## src/rtl/onehot_enc_pkg.sv

```systemverilog
// Shared defaults and the lowest-set-bit helper for the one-hot encoder/checker.
// The helper is sized for the widest supported word; callers zero-extend into it.
package onehot_enc_pkg;

    localparam int DEF_WIDTH  = 16;
    localparam int DEF_CODE_W = 4;
    localparam int DEF_CNT_W  = 16;
    localparam int MAX_WIDTH  = 64;

    function automatic logic [5:0] lowest_set_idx(input logic [MAX_WIDTH-1:0] word);
        logic [5:0] idx;
        idx = 6'd0;
        // Scan downward so the last hit is the lowest set bit.
        for (int i = MAX_WIDTH - 1; i >= 0; i--) begin
            if (word[i]) begin
                idx = 6'(i);
            end
        end
        return idx;
    endfunction

endpackage

```

## src/rtl/sat_counter.sv

```systemverilog
// Saturating up-counter with synchronous clear; clear has priority over increment.
module sat_counter
    import onehot_enc_pkg::*;
#(
    parameter int CNT_W = DEF_CNT_W
) (
    input  logic             clk,
    input  logic             rst_n,
    input  logic             clr,
    input  logic             inc,
    output logic [CNT_W-1:0] count
);

    logic [CNT_W-1:0] count_q;
    logic [CNT_W-1:0] count_d;

    // Next count: clear, saturating increment, or hold.
    always_comb begin
        count_d = count_q;
        if (clr) begin
            count_d = {CNT_W{1'b0}};
        end else if (inc && (count_q != {CNT_W{1'b1}})) begin
            count_d = count_q + {{(CNT_W-1){1'b0}}, 1'b1};
        end else begin
            count_d = count_q;
        end
    end

    // Count register.
    always_ff @(posedge clk or negedge rst_n) begin
        if (!rst_n) begin
            count_q <= {CNT_W{1'b0}};
        end else begin
            count_q <= count_d;
        end
    end

    assign count = count_q;

endmodule

```

## src/rtl/onehot_enc_check.sv

```systemverilog
// Two-stage valid/ready pipeline that encodes a one-hot word to its lowest set index,
// flags empty or multi-hot words, and keeps saturating transfer/error statistics.
module onehot_enc_check
    import onehot_enc_pkg::*;
#(
    parameter int WIDTH  = DEF_WIDTH,
    parameter int CODE_W = DEF_CODE_W,
    parameter int CNT_W  = DEF_CNT_W
) (
    input  logic              clk,
    input  logic              rst_n,
    input  logic              in_valid,
    output logic              in_ready,
    input  logic [WIDTH-1:0]  onehot,
    output logic              out_valid,
    input  logic              out_ready,
    output logic [CODE_W-1:0] code,
    output logic              zero,
    output logic              multi,
    input  logic              clr_cnt,
    output logic [CNT_W-1:0]  xfer_cnt,
    output logic [CNT_W-1:0]  err_cnt
);

    logic              s1_valid_q, s1_valid_d;
    logic [WIDTH-1:0]  s1_data_q, s1_data_d;
    logic              s2_valid_q, s2_valid_d;
    logic [CODE_W-1:0] code_q, code_d;
    logic              zero_q, zero_d;
    logic              multi_q, multi_d;

    logic              out_xfer_s;
    logic              s1_adv_s;
    logic              in_ready_s;
    logic              err_inc_s;
    logic [CODE_W-1:0] enc_code_s;
    logic              enc_zero_s;
    logic              enc_multi_s;

    assign out_xfer_s = s2_valid_q && out_ready;
    assign s1_adv_s   = !s2_valid_q || out_xfer_s;
    assign in_ready_s = !s1_valid_q || s1_adv_s;
    assign err_inc_s  = out_xfer_s && (zero_q || multi_q);

    // Clearing the lowest set bit leaves something behind only for two or more bits.
    assign enc_code_s  = CODE_W'(lowest_set_idx(MAX_WIDTH'(s1_data_q)));
    assign enc_zero_s  = (s1_data_q == {WIDTH{1'b0}});
    assign enc_multi_s = |(s1_data_q & (s1_data_q - {{(WIDTH-1){1'b0}}, 1'b1}));

    // Pipeline next-state: stage 1 refills whenever it can accept, stage 2 when stage 1 advances.
    always_comb begin
        s1_valid_d = s1_valid_q;
        s1_data_d  = s1_data_q;
        s2_valid_d = s2_valid_q;
        code_d     = code_q;
        zero_d     = zero_q;
        multi_d    = multi_q;
        if (in_ready_s) begin
            s1_valid_d = in_valid;
            if (in_valid) begin
                s1_data_d = onehot;
            end else begin
                s1_data_d = s1_data_q;
            end
        end else begin
            s1_valid_d = s1_valid_q;
        end
        if (s1_adv_s) begin
            s2_valid_d = s1_valid_q;
            if (s1_valid_q) begin
                code_d  = enc_code_s;
                zero_d  = enc_zero_s;
                multi_d = enc_multi_s;
            end else begin
                code_d  = code_q;
            end
        end else begin
            s2_valid_d = s2_valid_q;
        end
    end

    // Pipeline registers.
    always_ff @(posedge clk or negedge rst_n) begin
        if (!rst_n) begin
            s1_valid_q <= 1'b0;
            s1_data_q  <= {WIDTH{1'b0}};
            s2_valid_q <= 1'b0;
            code_q     <= {CODE_W{1'b0}};
            zero_q     <= 1'b0;
            multi_q    <= 1'b0;
        end else begin
            s1_valid_q <= s1_valid_d;
            s1_data_q  <= s1_data_d;
            s2_valid_q <= s2_valid_d;
            code_q     <= code_d;
            zero_q     <= zero_d;
            multi_q    <= multi_d;
        end
    end

    sat_counter #(.CNT_W(CNT_W)) u_xfer_cnt (
        .clk   (clk),
        .rst_n (rst_n),
        .clr   (clr_cnt),
        .inc   (out_xfer_s),
        .count (xfer_cnt)
    );

    sat_counter #(.CNT_W(CNT_W)) u_err_cnt (
        .clk   (clk),
        .rst_n (rst_n),
        .clr   (clr_cnt),
        .inc   (err_inc_s),
        .count (err_cnt)
    );

    assign in_ready  = in_ready_s;
    assign out_valid = s2_valid_q;
    assign code      = code_q;
    assign zero      = zero_q;
    assign multi     = multi_q;

endmodule

```

## config.mk

```make
export PLATFORM = sky130hd
export DESIGN_NAME = onehot_enc_check
export DESIGN_NICKNAME = d
export VERILOG_FILES = /design/src/rtl/onehot_enc_pkg.sv /design/src/rtl/sat_counter.sv /design/src/rtl/onehot_enc_check.sv
export SDC_FILE = /design/constraint.sdc
export NUM_CORES = 1
export LEC_CHECK = 0
export CELL_PAD_IN_SITES_DETAIL_PLACEMENT = 0
export CELL_PAD_IN_SITES_GLOBAL_PLACEMENT = 1
export CORE_MARGIN = 2
export CORE_UTILIZATION = 36
export DETAILED_ROUTE_END_ITERATION = 8
export PLACE_DENSITY = 0.75
export SLEW_MARGIN = 20
export SYNTH_ARGS = -nofsm -noshare
export SYNTH_HDL_FRONTEND = slang
export SYNTH_HIERARCHICAL = 1
export SYNTH_SLANG_ARGS = --single-unit
```

## constraint.sdc

```tcl
create_clock -name clk -period 1.6 [get_ports clk]
set_input_delay 0.16 -clock clk [delete_from_list [all_inputs] [get_ports clk]]
set_output_delay 0.16 -clock clk [all_outputs]
set_load 0.03 [all_outputs]
```

## Yosys cells after proc, flatten, opt, wreduce, memory -nomap -nowiden

Cells that the tools add are included.

- Register bits after elaboration: 56
- Input port bits: 21
- Output and inout port bits: 40

- Add/sub/neg operators: 3
- Eq/ne operators: 2
- Multiplexer cells: 20
- Bitwise operators: 1
- Reduce and logical (&&, ||, !) cells: 15

Operators with widths:

| cell | number |
|---|---|
| $mux 16 | 4 |
| $mux 4 | 16 |
| $add 16x1->16 const B | 2 |
| $ne 16x16->1 const B | 2 |
| $and 16x16->16 | 1 |
| $logic_not 16->1 | 1 |
| $reduce_or 16->1 | 1 |
| $sub 16x1->16 const B | 1 |
| $logic_and 1x1->1 | 4 |
| $reduce_and 2->1 | 2 |
| $reduce_bool 2->1 | 2 |
| $logic_or 1x1->1 | 3 |
| $logic_not 1->1 | 2 |

## Depth between registers and ports, before layout

- Depth after elaboration: 16
- Depth in mapped cells: 7
- Mapped depth without buffers: 5

## By module

Netlist, hierarchy kept.

By module, submodules not included:

| module | times used | cells an instance | area an instance (sq um) |
|---|---|---|---|
| sat_counter | 2 | 98 | 942.2 |
| onehot_enc_check | 1 | 111 | 1218.7 |

## Least setup slack after synthesis

OpenSTA, ideal clock, no wires.

- Path kind: register -> register
- Start: reg s2_valid_q (netlist: out_valid)
- End: reg u_err_cnt.count_q[3] (netlist: u_err_cnt/count[3])
- Setup time: 78 ps
- Arrival: 1941 ps
- Data required time: 1522 ps
- Path slack: -419 ps
- Cell stages (with the launch flop): 7
- Path buffers: 1
- Cells stage by stage: dfrtp_1 -> and2_1 -> o21a_1 -> inv_1 -> clkbuf_1 -> or4_2 -> a21oi_1

- Cells in the longest elaborated chain, start to end: 4

RTL lines:

| what | line | source |
|---|---|---|
| from (decl) | onehot_enc_check.sv:27 | `logic s2_valid_q, s2_valid_d;` |
| from (signal assigned) | onehot_enc_check.sv:94 | `s2_valid_q <= s2_valid_d;` |
| $logic_and 1x1->1 | onehot_enc_check.sv:40 | `assign out_xfer_s = s2_valid_q && out_ready;` |
| named net out_xfer_s | onehot_enc_check.sv:32 | `logic out_xfer_s;` |
| $logic_and 1x1->1 | onehot_enc_check.sv:43 | `assign err_inc_s = out_xfer_s && (zero_q \|\| multi_q);` |
| named net err_inc_s | onehot_enc_check.sv:35 | `logic err_inc_s;` |
| $logic_and 1x1->1 | sat_counter.sv:22 | `end else if (inc && (count_q != {CNT_W{1'b1}})) begin` |
| $reduce_bool 2->1 (no line) | -- |  |
| to (signal assigned) | sat_counter.sv:32 | `count_q <= {CNT_W{1'b0}};` |
| to (signal assigned) | sat_counter.sv:34 | `count_q <= count_d;` |
| to (decl) | sat_counter.sv:14 | `logic [CNT_W-1:0] count_q;` |

The timed path passes the listed nets, and every way through them passes these cells.
A chain may end at the register's enable or synchronous reset.

## Final worst setup path

- Start: reg u_xfer_cnt.count_q[0] (netlist: u_xfer_cnt/count[0])
- End: reg u_xfer_cnt.count_q[5] (netlist: u_xfer_cnt/count[5])

- Cells in the longest elaborated chain, start to end: 3
- Elaborated cells between the ends (all ways): 6

RTL lines:

| what | line |
|---|---|
| from (decl) | sat_counter.sv:14 |
| from (signal assigned) | sat_counter.sv:32 |
| from (signal assigned) | sat_counter.sv:34 |
| $add 16x1->16 or $ne 16x16->1 (tied branches) | sat_counter.sv:23, sat_counter.sv:22 |
| $mux 16 or $logic_and 1x1->1 (tied branches) | sat_counter.sv:22 |
| $mux 16 or $reduce_bool 2->1 (tied branches) | -- |

Several ways; a longest one is shown, not always the timed one. The select of a mux whose other input is x is not followed.

==> results <==
[cell families (layout without fill, tap and decap cells)]
kind of cell | after synthesis | in the layout | share of synthesized area [%]
AND/OR/NAND/NOR | 128 | 128 | 25.2
AO/OA/AOI/OAI | 77 | 77 | 16.9
flip-flops | 56 | 56 | 45.2
multiplexers | 24 | 24 | 8.71
buffers and inverters | 20 | 168 | 3.27
adder cells (fa/ha/maj) | 2 | 2 | 0.806
[cell type report]
class	instances	area share, %
tap	105	2.62
sequential	56	28.7
inverter	8	0.747
timing repair buffer	152	26.8
clock buffer	6	1.64
multi-input combinational	231	39.2
clock inverter	2	0.299
[stage by stage]
step,std cells,worst slack [ps]
6_report,560,-106
5_1_grt,560,-155
3_5_place_dp,539,-328
4_1_cts,558,-80.2
2_1_floorplan,307,-141
3_3_place_gp,539,-301
[flip-flops by register name, indices dropped and copies added (netlist names)]
name	count
code	4
multi	1
out_valid	1
s1_data_q	16
s1_valid_q	1
u_err_cnt/count	16
u_xfer_cnt/count	16
zero	1
[cell usage after synthesis (all sizes together), types with 2 or more instances]
cell type  instances
a211oi             4
a21oi             25
a31oi              2
and2               2
and3               4
and4               4
buf                4
clkbuf             8
dfrtp             56
ha                 2
inv                8
mux2              24
nand2             23
nand2b             6
nand3              6
nand3b             3
nand4             16
nor2              21
nor2b              9
nor3               3
nor4              10
o211ai             2
o21a               2
o21ai             14
o31ai             17
o32ai              3
or3                7
or4               14
[layer usage]
| layer | vias to the layer above | GRT usage (%) | wire length, um |
|---|---|---|---|
| met5 | - | 0 | 0 |
| li1 | 1471 | - | - |
| met2 | 66 | 33.7 | 4480 |
| met4 | 0 | 4.23 | 104 |
| met3 | 13 | 2.60 | 268 |
| met1 | 1481 | 23.8 | 3880 |
[power breakdown]
group	internal, W	total, W	switching, W
combinational	0.000337	0.000667	0.000330
sequential	0.00150	0.00160	0.000104
clock	0.000352	0.000836	0.000484
[critical path, delay by kind of cell (launching register included)]
| kind | cells | cell delay [ps] |
|---|---|---|
| fa+ha+maj | 1 | 180 |
| simple gates | 3 | 610 |
| buf+inv | 2 | 270 |
| compound gates | 1 | 130 |
| flops | 1 | 450 |
[worst paths after layout]
| check | startpoint | to | slack (ps) | depth (start not counted) |
|---|---|---|---|---|
| worst max-delay path | u_xfer_cnt/count[0] | u_xfer_cnt/count[5] | -110 | 7 |
| worst min-delay path | rst_n | u_err_cnt/count[8] | 380 | 3 |
| worst max register to register | u_xfer_cnt/count[0] | u_xfer_cnt/count[5] | -110 | 7 |
| worst min register to register | code[2] | code[2] | 510 | 2 |
| max in group asynchronous | rst_n | u_err_cnt/count[2] | 950 | 3 |
| min in group clk | in_valid | s1_valid_q | 450 | 2 |
[repair_timing]
item,in CTS,in global routing
resized for setup,75,30
endpoints found under the setup margin,53,34
cloned,1,0
pin swaps,24,8
setup buffers,9,4
hold endpoints to repair,56,0
hold buffers,1,0
==> impl_metrics.toml <==
[grt]
grt_pass1_vias = 3065
number_of_antenna_violations_at_the_first_check_in_global_routing = 0
wire_length_of_the_first_global_routing_pass_um = 14800
grt_usage_pct = 18.7
globalRouteOverflowTotal = 0
largest_net_degree_at_the_start_of_global_routing = 57

[critical_path]
worst_path_largest_cell_delay_ps = 460
timing.critical_path.required_ps = 1850
worstPathCellList = "ha_4, nand4_4, nor4_4, buf_6, buf_4, or3_2, a21oi_2"
critical_path.startpoint_type = "flip-flop"
path_max_fanout = 7
crit_slowest_cell = "sky130_fd_sc_hd__or3_2"
timing.setup.critical_path_class = "reg2reg"
critical_path.endpoint_type = "flip-flop"
critical_path_arrival_ps = 1950

[timing]
fmaxAchievable_mhz = 586
setup_viol = 15
timing.max_slew.rel_slack_pct = 75.6
post-route-period-util_pct = 107
rsz0062_at_grt = "true"
setup_slack_ps = -106
report.final.hold_viol_count = 0
period_minus_slack_ps = 1710
clock-skew-final_ps = 11.2
final_max_slew_viol_count = 0
timing.setup.tns_ps = -728
fin_worst_hold_slack_ps = 379
worst_pin_slew_ps = 365

[synthesis]
synthesis.area_per_instance_sq_um = 10.1
synth.area.top_cells = "sky130_fd_sc_hd__dfrtp_1 45%, sky130_fd_sc_hd__mux2_2 5.8%, sky130_fd_sc_hd__o31ai_1 4.1%"
yosysWarnings = 6
yosysSeqAreaShare_pct = 45.2
post_synth_design_cell_area_sq_um = 3100
netlist.top_cell.by_area = "sky130_fd_sc_hd__dfrtp_1"
synth.lib_cells_used.distinct = 47
synth_seq_cells = 56
synth_largest_type_area_fraction_pct = 45.2
synth_enable_flop_cells = 0
syn-instance-count = 307
synth_fp_nets = 330
synth_async_sr_flop_share_pct = 100
synthFlopType = "sky130_fd_sc_hd__dfrtp_1"

[routing]
totalWireLength_um = 8740
detailroute.via_count = 3031
drc_errors = 0
drt.antenna.violating_nets = 0
drtIter0Drc = 98
avgViaCountPerCell = 5.41
routedWlPerCell_um = 15.6
drt_pass1_iterations = 6

[final_layout]
commonest_cells_after_routing_fill_and_taps_aside = "76 x sky130_fd_sc_hd__buf_4, 32 x sky130_fd_sc_hd__dlygate4sd2_1, 31 x sky130_fd_sc_hd__dfrtp_2"
regArea_sq_um = 1440
nFillCells = 712
utilization_pct = 60.5
n_antenna_cell = 0
layout_commonest_cell = "sky130_fd_sc_hd__buf_4"
multi_input_gate_area_in_the_final_layout_sq_um = 1970
share_of_cells_above_drive_strength_1_pct = 47.7
post-route-cell-area_sq_um = 5020
layout_nets = 477
flow.area_growth_from_synthesis_pct = 61.9

[power_and_ir_drop]
irDropWorstVdd_uv = 474
p_leak_nw = 2.19
power_per_cell_area_nw_per_um2 = 619
final_power_w = 0.00311

[floorplan]
core_area_sq_um = 8300
die-height_um = 96.8
die_width_um = 96.8
die_area_sq_um = 9380
start_util_pct = 37.4
num_rows = 33
num_io_pins = 61

[flow_run]
max_cap_viol_count = 0

[clock_tree]
clock-root-buffer = "sky130_fd_sc_hd__clkbuf_8"
tritoncts_sink_count = 56
clk_transition_reported_paths_ps = 110
cts.htree.levels = 2
numCtsBuffers = 5
clock_insertion_delay_worst_skew_ps = 310
cts.path.max_buffers = 2
cts_tree = "built"

[run_status]
result_of_the_run = "complete, but fails checks"
failed_checks = "setup timing"

[placed_design]
gpl.final_weighted_congestion = 0.825
placedInstanceArea_sq_um = 4550
detail_placement_hpwl_um = 5990
buffer_ports.inserted = 60

[hold_path]
hold_path.class = "in2async"
Note: power is estimated with default switching activity, not from simulation.
